**src/rtl/wb_arbiter_if.sv**
```systemverilog
// Writeback arbiter bus: pipeline stream, long-latency result handshake,
// issue/scoreboard query and the register-file write port.
interface wb_arbiter_if #(
  parameter int CW = 2
);
  logic               pipe_we;
  logic [4:0]         pipe_wr;
  logic signed [31:0] pipe_wd;
  logic               lu_valid;
  logic [4:0]         lu_wr;
  logic signed [31:0] lu_wd;
  logic               lu_ready;
  logic               issue_en;
  logic [4:0]         issue_wr;
  logic [4:0]         chk_r1;
  logic [4:0]         chk_r2;
  logic               chk_busy;
  logic               regWrite;
  logic [4:0]         writeR;
  logic signed [31:0] writeD;
  logic [CW-1:0]      fifo_count;

  modport master (
    output pipe_we, pipe_wr, pipe_wd, lu_valid, lu_wr, lu_wd,
           issue_en, issue_wr, chk_r1, chk_r2,
    input  lu_ready, chk_busy, regWrite, writeR, writeD, fifo_count
  );

  modport slave (
    input  pipe_we, pipe_wr, pipe_wd, lu_valid, lu_wr, lu_wd,
           issue_en, issue_wr, chk_r1, chk_r2,
    output lu_ready, chk_busy, regWrite, writeR, writeD, fifo_count
  );
endinterface

```
**src/rtl/wb_arbiter.sv**
```systemverilog
// Owns the register-file write port: pipeline writes take priority, long-latency
// results drain in order from a small FIFO, and a busy scoreboard tracks them.
module wb_arbiter #(
  parameter int DEPTH = 2,
  parameter int CW    = 2
) (
  input  logic         clk,
  input  logic         rst,
  wb_arbiter_if.slave  bus
);
  localparam int            AW      = (DEPTH > 1) ? $clog2(DEPTH) : 1;
  localparam logic [CW-1:0] DEPTH_C = CW'(DEPTH);

  logic [4:0]         fifo_wr_q [DEPTH];
  logic signed [31:0] fifo_wd_q [DEPTH];
  logic [AW-1:0]      wr_ptr_q;
  logic [AW-1:0]      rd_ptr_q;
  logic [CW-1:0]      count_q;
  logic [CW-1:0]      count_d;
  logic [31:0]        busy_q;
  logic [31:0]        busy_d;
  logic               regwrite_q;
  logic [4:0]         write_r_q;
  logic signed [31:0] write_d_q;

  logic               lu_ready;
  logic               pipe_eff;
  logic               enq;
  logic               deq;
  logic [4:0]         head_wr;
  logic signed [31:0] head_wd;

  // Ready depends only on current occupancy; a same-cycle dequeue gives no credit.
  assign lu_ready = !rst && (count_q < DEPTH_C);
  assign pipe_eff = bus.pipe_we && (bus.pipe_wr != 5'd0);
  assign enq      = bus.lu_valid && lu_ready && (bus.lu_wr != 5'd0);
  assign deq      = !pipe_eff && (count_q != '0);
  assign head_wr  = fifo_wr_q[rd_ptr_q];
  assign head_wd  = fifo_wd_q[rd_ptr_q];

  always_comb begin
    count_d = count_q;
    case ({enq, deq})
      2'b10:   count_d = count_q + CW'(1);
      2'b01:   count_d = count_q - CW'(1);
      default: count_d = count_q;
    endcase
  end

  // A new issue to a register outranks a same-edge completion of that register.
  assign busy_d[0] = 1'b0;
  generate
    for (genvar gi = 1; gi < 32; gi++) begin : g_busy
      assign busy_d[gi] = (bus.issue_en && (bus.issue_wr == 5'(gi)))
                        | (busy_q[gi] && !(deq && (head_wr == 5'(gi))));
    end
  endgenerate

  always_ff @(posedge clk) begin
    if (enq) begin
      fifo_wr_q[wr_ptr_q] <= bus.lu_wr;
      fifo_wd_q[wr_ptr_q] <= bus.lu_wd;
    end
  end

  always_ff @(posedge clk) begin
    if (rst) begin
      regwrite_q <= 1'b0;
      write_r_q  <= 5'd0;
      write_d_q  <= '0;
      wr_ptr_q   <= '0;
      rd_ptr_q   <= '0;
      count_q    <= '0;
      busy_q     <= '0;
    end else begin
      regwrite_q <= pipe_eff || deq;
      if (pipe_eff) begin
        write_r_q <= bus.pipe_wr;
        write_d_q <= bus.pipe_wd;
      end else if (deq) begin
        write_r_q <= head_wr;
        write_d_q <= head_wd;
      end
      if (enq) wr_ptr_q <= wr_ptr_q + AW'(1);
      if (deq) rd_ptr_q <= rd_ptr_q + AW'(1);
      count_q <= count_d;
      busy_q  <= busy_d;
    end
  end

  assign bus.lu_ready   = lu_ready;
  assign bus.chk_busy   = busy_q[bus.chk_r1] | busy_q[bus.chk_r2];
  assign bus.regWrite   = regwrite_q;
  assign bus.writeR     = write_r_q;
  assign bus.writeD     = write_d_q;
  assign bus.fifo_count = count_q;
endmodule

```
**src/flat_wrapper.sv**
```systemverilog
// flat-port wrapper written by rule: the top's interface ports become plain ports
module wb_arbiter_flat 
#(
  parameter int DEPTH = 2,
  parameter int CW    = 2
)
  (clk, rst, bus_pipe_we, bus_pipe_wr, bus_pipe_wd, bus_lu_valid, bus_lu_wr, bus_lu_wd, bus_issue_en, bus_issue_wr, bus_chk_r1, bus_chk_r2, bus_lu_ready, bus_chk_busy, bus_regWrite, bus_writeR, bus_writeD, bus_fifo_count);
  wb_arbiter_if #(.CW(CW)) bus_i ();
  input  logic clk;
  input  logic rst;
  input wire logic [$bits(bus_i.pipe_we)-1:0] bus_pipe_we;
  input wire logic [$bits(bus_i.pipe_wr)-1:0] bus_pipe_wr;
  input wire logic [$bits(bus_i.pipe_wd)-1:0] bus_pipe_wd;
  input wire logic [$bits(bus_i.lu_valid)-1:0] bus_lu_valid;
  input wire logic [$bits(bus_i.lu_wr)-1:0] bus_lu_wr;
  input wire logic [$bits(bus_i.lu_wd)-1:0] bus_lu_wd;
  input wire logic [$bits(bus_i.issue_en)-1:0] bus_issue_en;
  input wire logic [$bits(bus_i.issue_wr)-1:0] bus_issue_wr;
  input wire logic [$bits(bus_i.chk_r1)-1:0] bus_chk_r1;
  input wire logic [$bits(bus_i.chk_r2)-1:0] bus_chk_r2;
  output wire logic [$bits(bus_i.lu_ready)-1:0] bus_lu_ready;
  output wire logic [$bits(bus_i.chk_busy)-1:0] bus_chk_busy;
  output wire logic [$bits(bus_i.regWrite)-1:0] bus_regWrite;
  output wire logic [$bits(bus_i.writeR)-1:0] bus_writeR;
  output wire logic [$bits(bus_i.writeD)-1:0] bus_writeD;
  output wire logic [$bits(bus_i.fifo_count)-1:0] bus_fifo_count;
  assign bus_i.pipe_we = bus_pipe_we;
  assign bus_i.pipe_wr = bus_pipe_wr;
  assign bus_i.pipe_wd = bus_pipe_wd;
  assign bus_i.lu_valid = bus_lu_valid;
  assign bus_i.lu_wr = bus_lu_wr;
  assign bus_i.lu_wd = bus_lu_wd;
  assign bus_i.issue_en = bus_issue_en;
  assign bus_i.issue_wr = bus_issue_wr;
  assign bus_i.chk_r1 = bus_chk_r1;
  assign bus_i.chk_r2 = bus_chk_r2;
  assign bus_lu_ready = bus_i.lu_ready;
  assign bus_chk_busy = bus_i.chk_busy;
  assign bus_regWrite = bus_i.regWrite;
  assign bus_writeR = bus_i.writeR;
  assign bus_writeD = bus_i.writeD;
  assign bus_fifo_count = bus_i.fifo_count;
  wb_arbiter #(.DEPTH(DEPTH), .CW(CW)) u_core (.clk(clk), .rst(rst), .bus(bus_i));
endmodule
```
**config.mk**
```make
export PLATFORM = sky130hd
export DESIGN_NAME = wb_arbiter_flat
export DESIGN_NICKNAME = d
export VERILOG_FILES = /design/src/rtl/wb_arbiter_if.sv /design/src/rtl/wb_arbiter.sv /design/src/flat_wrapper.sv
export SDC_FILE = /design/constraint.sdc
export NUM_CORES = 1
export LEC_CHECK = 0
export CAP_MARGIN = 20
export CORE_UTILIZATION = 43
export DETAILED_ROUTE_END_ITERATION = 12
export PLACE_DENSITY_LB_ADDON = 0.2
export SETUP_SLACK_MARGIN = 0.2
export SKIP_LAST_GASP = 1
export SLEW_MARGIN = 20
export SYNTH_ARGS = -nofsm -noshare
export SYNTH_HDL_FRONTEND = slang
export SYNTH_SLANG_ARGS = --single-unit
```
**constraint.sdc**
```tcl
create_clock -name clk -period 2.8 [get_ports clk]
set_input_delay 0.56 -clock clk [delete_from_list [all_inputs] [get_ports clk]]
set_output_delay 0.56 -clock clk [all_outputs]
set_load 0.02 [all_outputs]
```
Yosys cells after proc, flatten, opt, wreduce, memory -nomap -nowiden

Memory sizes are Yosys's and may differ from the RTL's. A register that Yosys moved wholly into a read port is not among the register bits.
Cells that the tools add are included.

Output and inout port bits: 42
Memories: 2
Logic and storage cells: 265
RAM bits: 74
Bits of input ports: 94
Flip-flop bits (word level): 74

Bitwise gates (word level): 32
$add $sub $neg: 4
Equality and inequality tests: 64
Mux-type cells: 15
Magnitude comparators: 3
Reduce and logical (&&, ||, !) cells: 137

Memory list:

| name             | words | bits a word | rd ports | clocked after memory_dff | write ports | line             | text |
|---|---|---|---|---|---|---|---|
| u_core.fifo_wd_q | 2     | 32          | 1        | 1                        | 1           | wb_arbiter.sv:15 | `logic signed [31:0] fifo_wd_q [DEPTH];` |
| u_core.fifo_wr_q | 2     | 5           | 1        | 1                        | 1           | wb_arbiter.sv:14 | `logic [4:0] fifo_wr_q [DEPTH];` |

Operators by type and width:

| operator                                                                     | number |
|---|---|
| 5-bit == test, second input constant                                         | 32 |
| 1-bit logical AND                                                            | 98 |
| 5-bit by 4-bit == test with 1-bit output, second input constant              | 16 |
| 32-bit two-way mux                                                           | 2 |
| 5-bit by 3-bit == test with 1-bit output, second input constant              | 8 |
| 1-bit logical NOT                                                            | 33 |
| 1-bit OR                                                                     | 32 |
| 5-bit by 2-bit == test with 1-bit output, second input constant              | 4 |
| 5-bit by 6-bit less-than comparator with 1-bit output, second input constant | 2 |
| 1-bit binary-select mux with 5-bit select                                    | 2 |
| 5-bit by 1-bit == test with 1-bit output, second input constant              | 2 |
| 5-bit two-way mux                                                            | 2 |
| 5-bit nonzero test                                                           | 2 |
| 1-bit two-way mux                                                            | 8 |
| 2-bit nonzero test                                                           | 3 |
| 2-bit case mux with 2 select lines                                           | 1 |
| 1-bit adder, second input constant                                           | 2 |
| 2-bit by 1-bit adder with 2-bit output, second input constant                | 1 |
| 2-bit by 1-bit == test with 1-bit output, second input constant              | 1 |
| 2-bit == test, second input constant                                         | 1 |
| 2-bit less-than comparator, second input constant                            | 1 |
| 2-bit by 1-bit subtractor with 2-bit output, second input constant           | 1 |
| 1-bit logical OR                                                             | 1 |

Depth between registers and ports, before layout

Gate-level depths: netlist of run 1.

Depth after elaboration: 8
Depth in mapped cells: 9
Mapped depth without buffers: 7

Worst setup path before layout of run 1

OpenSTA, ideal clock, no wires.

Kind: in2reg
From: input port rst
To: memory u_core.fifo_wd_q[0][0], enable pin
Path buffers: 0
Data arrival time: 2.743 ns
Setup slack: -0.375 ns
Required time: 2.369 ns
Cell stages on the path: 3
Setup time: 0.431 ns
Cell sequence: nor2_1 -> o211ai_1 -> nor2_1

Cells in the longest elaborated chain, start to end: 6

Ends and longest elaborated chain:

| what                                    | line               | text |
|---|---|---|
| start, declared                         | flat_wrapper.sv:10 | `input logic rst;` |
| 1-bit logical NOT                       | wb_arbiter.sv:34   | `assign lu_ready = !rst && (count_q < DEPTH_C);` |
| 1-bit logical AND                       | wb_arbiter.sv:34   |  |
| 1-bit logical AND (2 in a row)          | wb_arbiter.sv:36   | `assign enq = bus.lu_valid && lu_ready && (bus.lu_wr != 5'd0);` |
| 1-bit two-way mux                       | wb_arbiter.sv:60   | `if (enq) begin` |
| 1-bit two-way mux (implied by the code) | wb_arbiter.sv:62   | `fifo_wd_q[wr_ptr_q] <= bus.lu_wd;` |
| end, declared                           | wb_arbiter.sv:15   |  |

Every way passes these cells.

Worst setup path in the final report of run 1

From: input port bus_chk_r1[2]
To: output port bus_chk_busy

Cells in the longest elaborated chain, start to end: 3

Ends and longest elaborated chain:

| what                                      | line               | text |
|---|---|---|
| start, declared                           | flat_wrapper.sv:19 | `input wire logic [$bits(bus_i.chk_r1)-1:0] bus_chk_r1;` |
| 1-bit binary-select mux with 5-bit select | wb_arbiter.sv:92   | `assign bus.chk_busy = busy_q[bus.chk_r1] \| busy_q[bus.chk_r2];` |
| 1-bit two-way mux (implied by the code)   | wb_arbiter.sv:92   |  |
| 1-bit OR                                  | wb_arbiter.sv:92   |  |
| end, declared                             | flat_wrapper.sv:22 | `output wire logic [$bits(bus_i.chk_busy)-1:0] bus_chk_busy;` |

Every way passes these cells. The select of a mux whose other input is x is not followed.

==> results.txt, run 1 <==
----------------------------------------------------
[Clocking]
  CTS tree ... built
  Clock Latency Late Sink ... 410 ps
  Clock net sink count ... 148
  Register clock-pin slew on the reported worst setup and hold paths ... 60 ps
  H-tree Lvls ... 4
  Root Driver ... clkbuf_16
  CTS Buf Count ... 17
  Hold_buf cts ... 0
  Max Root-Sink Buffers ... 2

[Finish]
  Count of fill cells added during filler insertion ... 1199
  Diode insertion count for antenna repair ... 0
  Area Growth Syn to Fin ... 36.44%
  Util after Layout ... 0.6072
  Number of standard cells in the layout, taps in and fillers out ... 905
  Fraction of layout cells with a size suffix above 1 ... 0.1761
  Final net count ... 803

[Setup path]
  WP data required ... 2240 ps
  Arrival time at the worst endpoint ... 2050 ps
  Crit Path Max Fanout ... 2
  Type of destination of the critical path ... output pin
  Startpoint class of the critical path ... input port
  WS Path Type ... in2out

[Hold path]
  Hold crit path type ... reg2reg

[Yosys]
  Post-Syn Area per Cell ... 11.56 um2
  Number of flip-flops and latches in the synthesized netlist ... 148
  Sequential element share of the synthesized area ... 0.5662
  Count of distinct cell types in the synthesized netlist ... 40
  Post-synthesis net count ... 661
  Yosys warns ... 0
  Post-synthesis async set-or-reset flop share ... 0
  Total standard cell area after synthesis ... 6541 um2
  Number of cells produced by synthesis ... 566
  Number of enable flip-flop cells after synthesis ... 74
  Primary flip-flop cell chosen by synthesis mapping ... edfxtp_1

[Place]
  IO Port Bufs ... 135
  DPL Wire Length ... 11.56 mm
  Gpl congestion ... 0.8917
  Instance count after placement with tap cells included ... 868

[Floorplanning]
  Std-Cell Core Area ... 14700 um2
  Die Area ... 15710 um2
  Initial cell density of the core ... 0.4450
  Y dimension of the die ... 125.3 um
  Horizontal die dimension ... 125.3 um
  # IOs ... 136
  Floorplan row count ... 44

[Detailed routing]
  Total routed wirelength ... 16.74 mm
  Via count normalized by instance count ... 5.719
  Per-cell routed wire length ... 18.49 um
  Number of search-and-repair iterations in the first detailed-routing pass ... 9
  Routed Antenna Nets ... 0
  Vias after detailed routing ... 5176
  DRC Markers ... 6
  Initial DRC count ... 258

[Timing]
  Max frequency ... 0.3824 GHz
  Count of endpoints failing setup in the final report ... 0
  Post-layout min period ... 2615 ps
  Setup tns final ... 0 ps
  Final worst clock skew ... 7.277 ps
  Final clock period utilization by the worst path ... 0.9339
  Relative slew margins ... 0.4539
  Actual slew at the worst max-slew pin ... 819.1 ps
  Setup repair after global routing missed its margin ... true
  Slew Limit Fails ... 0
  Fin. Hold Viols ... 0

[Power and ir drop]
  Max VDD drop ... 0.4609 mV
  Power density over cell area ... 742.0 nW/um2
  Leakage ... 2.967 nW

[Run status]
  Violations in the final reports ... DRC
  Result of the run ... finished, violations left

[Global routing]
  Initial antenna violation count ... 0
  Total routing usage reported by global routing ... 0.2232
  Via count of the first global-routing pass ... 5264
  Global route overflow ... 0
  Global-route wire length before repair ... 27.00 mm
  Maximum number of pins on one net before global-route repair ... 75

[Job]
  Number of max-cap violations ... 0

----------------------------------------------------
-- through the flow --
step | power [mW] | setup slack, ps | cell area, um2 | hold WS [ps]
after floorplan | 3.720 | -374.5 | 6541 | 448.0
after global placement | 4.428 | -618.8 | 8167 | 470.8
after detailed placement | 4.482 | -679.9 | 8222 | 477.1
after CTS | 6.661 | 191.4 | 8912 | 483.8
after global routing | 6.932 | 139.1 | 8925 | 507.0
final | 6.622 | 185.0 | 8925 | 486.9
-- routing by layer --
| layer | up-vias | global-route usage | part of all wire |
|---|---|---|---|
| met3 | 19 | 0.06975 | 0.070 |
| met2 | 184 | 0.3812 | 0.50 |
| li1 | 2452 | - | - |
| met1 | 2521 | 0.2706 | 0.42 |
| met4 | 0 | 0.06600 | 0.012 |
| met5 | - | 0 | 0 |
-- worst max-delay path, stage by stage --
cell and delay [ps]:
dlygate4sd2_1 270, mux2_4 320, a221oi_2 270, o221ai_1 150
a221o_1 350, buf_6 140
-- worst paths after layout --
kind / slack [ps] / start / cells after the start / endpoint
min: 490 / u_core.busy_q[13] / 2 / u_core.busy_q[13]
min reg2reg: 490 / u_core.busy_q[13] / 2 / u_core.busy_q[13]
max reg2reg: 600 / u_core.bus.fifo_count[1] / 5 / u_core.fifo_wd_q[0][5]
max: 190 / bus_chk_r1[2] / 6 / bus_chk_busy
-- layout by cell type (no fill, tap or decap), types with 3 or more instances in the layout --
cell	instances
mux4_2	16
buf_4	21
nand4b_1	3
buf_16	3
edfxtp_1	74
nor2_1	5
or4_1	4
mux2i_1	42
mux2_2	5
dfxtp_1	67
buf_12	3
or2_2	22
clkdlybuf4s50_1	126
nand3_1	9
buf_6	5
dfxtp_2	7
clkinv_4	3
inv_1	4
clkinv_2	3
o211ai_1	38
o41ai_1	31
a21oi_1	72
clkbuf_16	17
nand2b_1	6
dlygate4sd2_1	3
or3_1	5
nand2_1	82
-- power by group --
group / switching, mW / internal, mW / leakage (nW)
clock: 0.859 / 1.31 / 0.277
sequential: 0.121 / 2.49 / 1.29
combinational: 1.06 / 0.784 / 1.40
-- state kept, by name, indices dropped and copies added (netlist names), named ones only --
register,count
u_core.busy_q,31
u_core.bus.writeR,5
u_core.bus.regWrite,1
u_core.wr_ptr_q,1
u_core.fifo_wd_q,64
u_core.bus.writeD,32
u_core.rd_ptr_q,1
u_core.fifo_wr_q,10
u_core.bus.fifo_count,2
-- synth_stat cells, types with 2 or more instances --
cell	number	share of area
nand2_1	82	0.047
dfxtp_1	74	0.23
edfxtp_1	74	0.34
a21oi_1	72	0.055
mux2i_1	43	0.066
o211ai_1	38	0.044
o41ai_1	31	0.042
clkbuf_1	29	0.017
or2_2	22	0.021
mux4_2	16	0.055
buf_2	10	0.0077
nand3_1	10	0.0077
nor2_1	8	0.0046
mux2_2	7	0.012
nand2b_1	6	0.0057
or3_1	5	0.0048
inv_1	4	0.0023
o21ai_0	4	0.0031
or4_1	4	0.0046
nand4b_1	3	0.0040
a2111oi_0	2	0.0027
buf_6	2	0.0034
nand4bb_1	2	0.0034
xnor2_1	2	0.0027
-- timing repair --
item / 4_1_cts / 5_1_grt
resized for setup: 47 / 2
setup endpoints to repair: 1 / 1
buffers inserted: 3 / 1
gates cloned: 1 / 0
endpoints found under the hold margin: 0 / 0
pin swaps: 7 / 1
-- cells by family after synthesis --
logic type,count (synthesis),synth area share
AOI/OAI and AO/OA,153,0.1536
and+or+nand+nor,149,0.1108
DFF,148,0.5662
muxes,66,0.1329
buffers and inverters,46,0.03060
xor gates and xnor gates,3,0.004018
adders and majority gates,1,0.001912
-- final cells by class --
class | count | area, um2 | area share
sequential | 148 | 3712 | 0.4160
clock inverter | 13 | 133.9 | 0.01500
clock buffer | 19 | 432.9 | 0.04851
inverter | 4 | 15.01 | 0.001682
multi-input combinational | 372 | 2715 | 0.3042
timing repair buffer | 165 | 1685 | 0.1888
tap | 184 | 230.2 | 0.02580
Power figures use the tool's default switching activity.
==> run 2: changes to the inputs <==
--- a/config.mk
+++ b/config.mk
@@ -5,10 +5,11 @@
 export SDC_FILE = /design/constraint.sdc
 export NUM_CORES = 1
 export LEC_CHECK = 0
+export ABC_AREA = 1
 export CAP_MARGIN = 20
 export CORE_UTILIZATION = 43
 export DETAILED_ROUTE_END_ITERATION = 12
-export PLACE_DENSITY_LB_ADDON = 0.2
+export PLACE_DENSITY = 0.71
 export SETUP_SLACK_MARGIN = 0.2
 export SKIP_LAST_GASP = 1
 export SLEW_MARGIN = 20
==> results.txt, run 2 <==
----------------------------------------------------
[Clocking]
  Clock Latency Late Sink ... 420 ps (about the same)
  Root Driver ... clkbuf_16
  Max Root-Sink Buffers ... 2 (unchanged)
  Hold_buf cts ... 0 (unchanged)
  CTS tree ... built
  Clock net sink count ... 148 (unchanged)
  Register clock-pin slew on the reported worst setup and hold paths ... 60 ps (about the same)
  CTS Buf Count ... 17 (unchanged)
  H-tree Lvls ... 4 (unchanged)

[Setup path]
  Most frequent CP cell ... nand2_1
  Type of destination of the critical path ... output pin
  WS Path Type ... in2out
  CP max stage cell ... clkdlybuf4s50_1
  Startpoint class of the critical path ... input port
  Top cell family by delay on the critical path ... buffers and inverters
  Buf/Inv on CP ... 3 (+1)
  R2r worst-path depth ... 4 (-1)
  Delay of the slowest cell on the worst path ... 430 ps (+80 ps)
  Crit Path Max Fanout ... 8 (+6)
  Crit path cell chain ... clkdlybuf4s50_1 -> inv_1 -> nand3_1 -> nand3_1 -> nand2_1 -> nand2_1 -> nand3_1 -> nand2_1 -> nand2_1 -> buf_2
  Arrival time at the worst endpoint ... 1870 ps (-180 ps)
  Total stage count of the critical path ... 10 (+4)
  WP data required ... 2240 ps (about the same)

[Timing]
  Post-layout min period ... 2434 ps (-181.2 ps)
  Relative slew margins ... 0.5139 (+0.05998)
  Fin worst setup slack ... 366.2 ps (+181.2 ps)
  Count of endpoints failing setup in the final report ... 0 (unchanged)
  Slew Limit Fails ... 0 (unchanged)
  Final clock period utilization by the worst path ... 0.8692 (-0.06470)
  Max frequency ... 0.4109 GHz (+7.4%)
  Final worst clock skew ... 8.322 ps (+1.045 ps)
  Setup repair after global routing missed its margin ... false
  Actual slew at the worst max-slew pin ... 729.1 ps (-89.96 ps)
  Fin. Hold Viols ... 0 (unchanged)

[Detailed routing]
  Total routed wirelength ... 16.88 mm (+0.84%)
  Initial DRC count ... 393 (+52%)
  Vias after detailed routing ... 5555 (+7.3%)
  DRC Markers ... 2 (-4)
  Number of search-and-repair iterations in the first detailed-routing pass ... 9 (unchanged)
  Per-cell routed wire length ... 15.56 um (-16%)
  Routed Antenna Nets ... 0 (unchanged)
  Via count normalized by instance count ... 5.120 (-10%)

[Place]
  Gpl congestion ... 0.9239 (+3.6%)
  Area after detailed placement ... 8182 um2 (-0.49%)
  IO Port Bufs ... 135 (unchanged)
  Dpl ws ... -130.7 ps (+549.3 ps)
  DPL Wire Length ... 11.81 mm (+2.2%)

[Floorplanning]
  Y dimension of the die ... 126.3 um (+0.76%)
  Std-Cell Core Area ... 15150 um2 (+3.0%)
  Floorplan row count ... 45 (+2.3%)
  # IOs ... 136 (unchanged)
  Initial cell density of the core ... 0.4386 (-0.006433)
  Die Area ... 15950 um2 (+1.5%)
  Horizontal die dimension ... 126.3 um (+0.76%)

[Run status]
  Violations in the final reports ... DRC
  Result of the run ... finished, violations left

[Yosys]
  Sequential element share of the synthesized area ... 0.5575 (-0.008638)
  Count of distinct cell types in the synthesized netlist ... 32 (-20%)
  Yosys warns ... 0 (unchanged)
  Post-synthesis net count ... 843 (+28%)
  Primary flip-flop cell chosen by synthesis mapping ... edfxtp_1
  Cell with the most instances after synthesis ... nand2_1
  Post-Syn Area per Cell ... 8.881 um2 (-23%)
  Area fraction of the dominant cell type after synthesis ... 0.3345 (-0.005183)
  Number of flip-flops and latches in the synthesized netlist ... 148 (unchanged)
  Number of enable flip-flop cells after synthesis ... 74 (unchanged)
  Total standard cell area after synthesis ... 6643 um2 (+1.5%)
  Leading post-synthesis cells by instance count ... 210 x nand2_1, 74 x dfxtp_1, 74 x edfxtp_1, 57 x nand3_1, 53 x inv_1
  Number of cells produced by synthesis ... 748 (+32%)
  Synth top area cells ... edfxtp_1 33%, dfxtp_1 22%, nand2_1 12%, nand3_1 4.3%, mux2i_1 4.1%
  Post-synthesis async set-or-reset flop share ... 0 (unchanged)
  Library cell occupying the most area in the post-synthesis netlist ... edfxtp_1

[Global routing]
  Total routing usage reported by global routing ... 0.2231 (about the same)
  Global-route wire length before repair ... 27.41 mm (+1.5%)
  Maximum number of pins on one net before global-route repair ... 64 (-15%)
  Initial antenna violation count ... 1 (+1)
  Via count of the first global-routing pass ... 5364 (+1.9%)
  Global route overflow ... 0 (unchanged)

[Power and ir drop]
  Leakage ... 3.266 nW (+10%)
  Overall Power ... 6.029 mW (-8.9%)
  Sequential Power Share ... 0.419 (+0.025)
  Share of total power consumed by net switching ... 0.2854 (-0.02254)
  Clock network fraction of design power ... 0.366 (+0.039)
  Power density over cell area ... 688.1 nW/um2 (-7.3%)
  Power dissipated by switching net loads ... 1.721 mW (-16%)
  Cell-internal power ... 4.309 mW (-6.0%)
  Max VDD drop ... 0.4645 mV (+0.79%)
  Portion of total power attributed to combinational logic ... 0.215 (-0.063)

[Finish]
  Leading cell type in the layout, fill and taps excluded ... nand2_1
  Sequential cell area ... 3705 um2 (-0.20%)
  Post-layout instance area ... 8762 um2 (-1.8%)
  Most flops, register ... u_core.fifo_wd_q
  Flip-flop count of the largest register, all copies and words added ... 64 (unchanged)
  Commonest cells after routing, fill and taps aside ... 210 x nand2_1, 131 x clkdlybuf4s50_1, 74 x edfxtp_1, 73 x dfxtp_1, 57 x nand3_1
  Fraction of layout cells with a size suffix above 1 ... 0.08473 (-0.09142)
  Area Growth Syn to Fin ... 31.91%
  Diode insertion count for antenna repair ... 0 (unchanged)
  Count of fill cells added during filler insertion ... 1344 (+12%)
  Combined area of the multi-input logic cells ... 2515 um2 (-7.4%)
  Final net count ... 979 (+22%)

[Hold path]
  Hold crit path type ... reg2reg
  Cell depth of the worst hold path ... 1 (-1)

[Job]
  Number of max-cap violations ... 0 (unchanged)

----------------------------------------------------
-- run 2: final timing paths --
check / start / endpoint / slack [ps]
setup / recovery: bus_chk_r2[1] / bus_chk_busy / 370
hold / removal: u_core.rd_ptr_q / flop / 450
setup reg to reg: u_core.bus.fifo_count[1] / u_core.fifo_wd_q[0][27] / 1050
hold reg to reg: u_core.rd_ptr_q / flop / 450
-- run 2: per-layer routing --
metal,vias up,share of wire,track usage,wire length (um)
li1,2784,-,-,-
met1,2543,0.43,0.2699,7267
met2,192,0.47,0.3620,7941
met3,34,0.079,0.08182,1325
met4,2,0.019,0.08788,329
met5,-,0.00077,0,13
-- run 2: power by group through the flow --
stage | clock [mW] | sequential, mW | combinational, mW
floorplan | 0 | 2.66 | 0.727
global placement | 0 | 2.57 | 1.29
detailed placement | 0 | 2.57 | 1.31
CTS | 2.24 | 2.53 | 1.31
global route | 2.35 | 2.54 | 1.42
finish | 2.21 | 2.53 | 1.29
-- run 2: through the flow --
step	TNS (ps)	hold slack [ps]	util	std cells
5_1_grt	0	472.4	0.5785	1085
2_1_floorplan	0	425.5	-	748
4_1_cts	0	448.4	0.5779	1085
3_3_place_gp	-116.7	431.6	0.5402	1053
3_5_place_dp	-130.7	436.2	0.5402	1053
6_report	0	451.8	0.5785	1085
-- run 2: timing repair --
item | 4_1_cts | 5_1_grt
endpoints found under the hold margin | 0 | 0
setup buffers | 0 | 0
setup endpoints to repair | 1 | 1
gates resized for setup | 4 | 3
-- run 2: layout make-up --
cell class,instances,area share
clock buffer,20,0.05098
clock inverter,12,0.01485
inverter,56,0.02456
multi-input combinational,509,0.2870
sequential,148,0.4228
tap,188,0.02685
timing repair buffer,152,0.1729
-- run 2: logic make-up after synthesis --
| logic type | count (synthesis) | synth area share |
|---|---|---|
| and+or+nand+nor | 345 | 0.2226 |
| DFF | 148 | 0.5575 |
| AOI/OAI and AO/OA | 134 | 0.1085 |
| buffers and inverters | 91 | 0.06611 |
| muxes | 27 | 0.04069 |
| xor gates and xnor gates | 2 | 0.002638 |
| adders and majority gates | 1 | 0.001883 |
-- run 2: worst register-to-register path, delay by kind of cell, from the launching register on --
kind                   cells  cell delay (ps)
buffers and inverters      1              260
flip-flops                 1              360
AND/OR/NAND/NOR            3              790
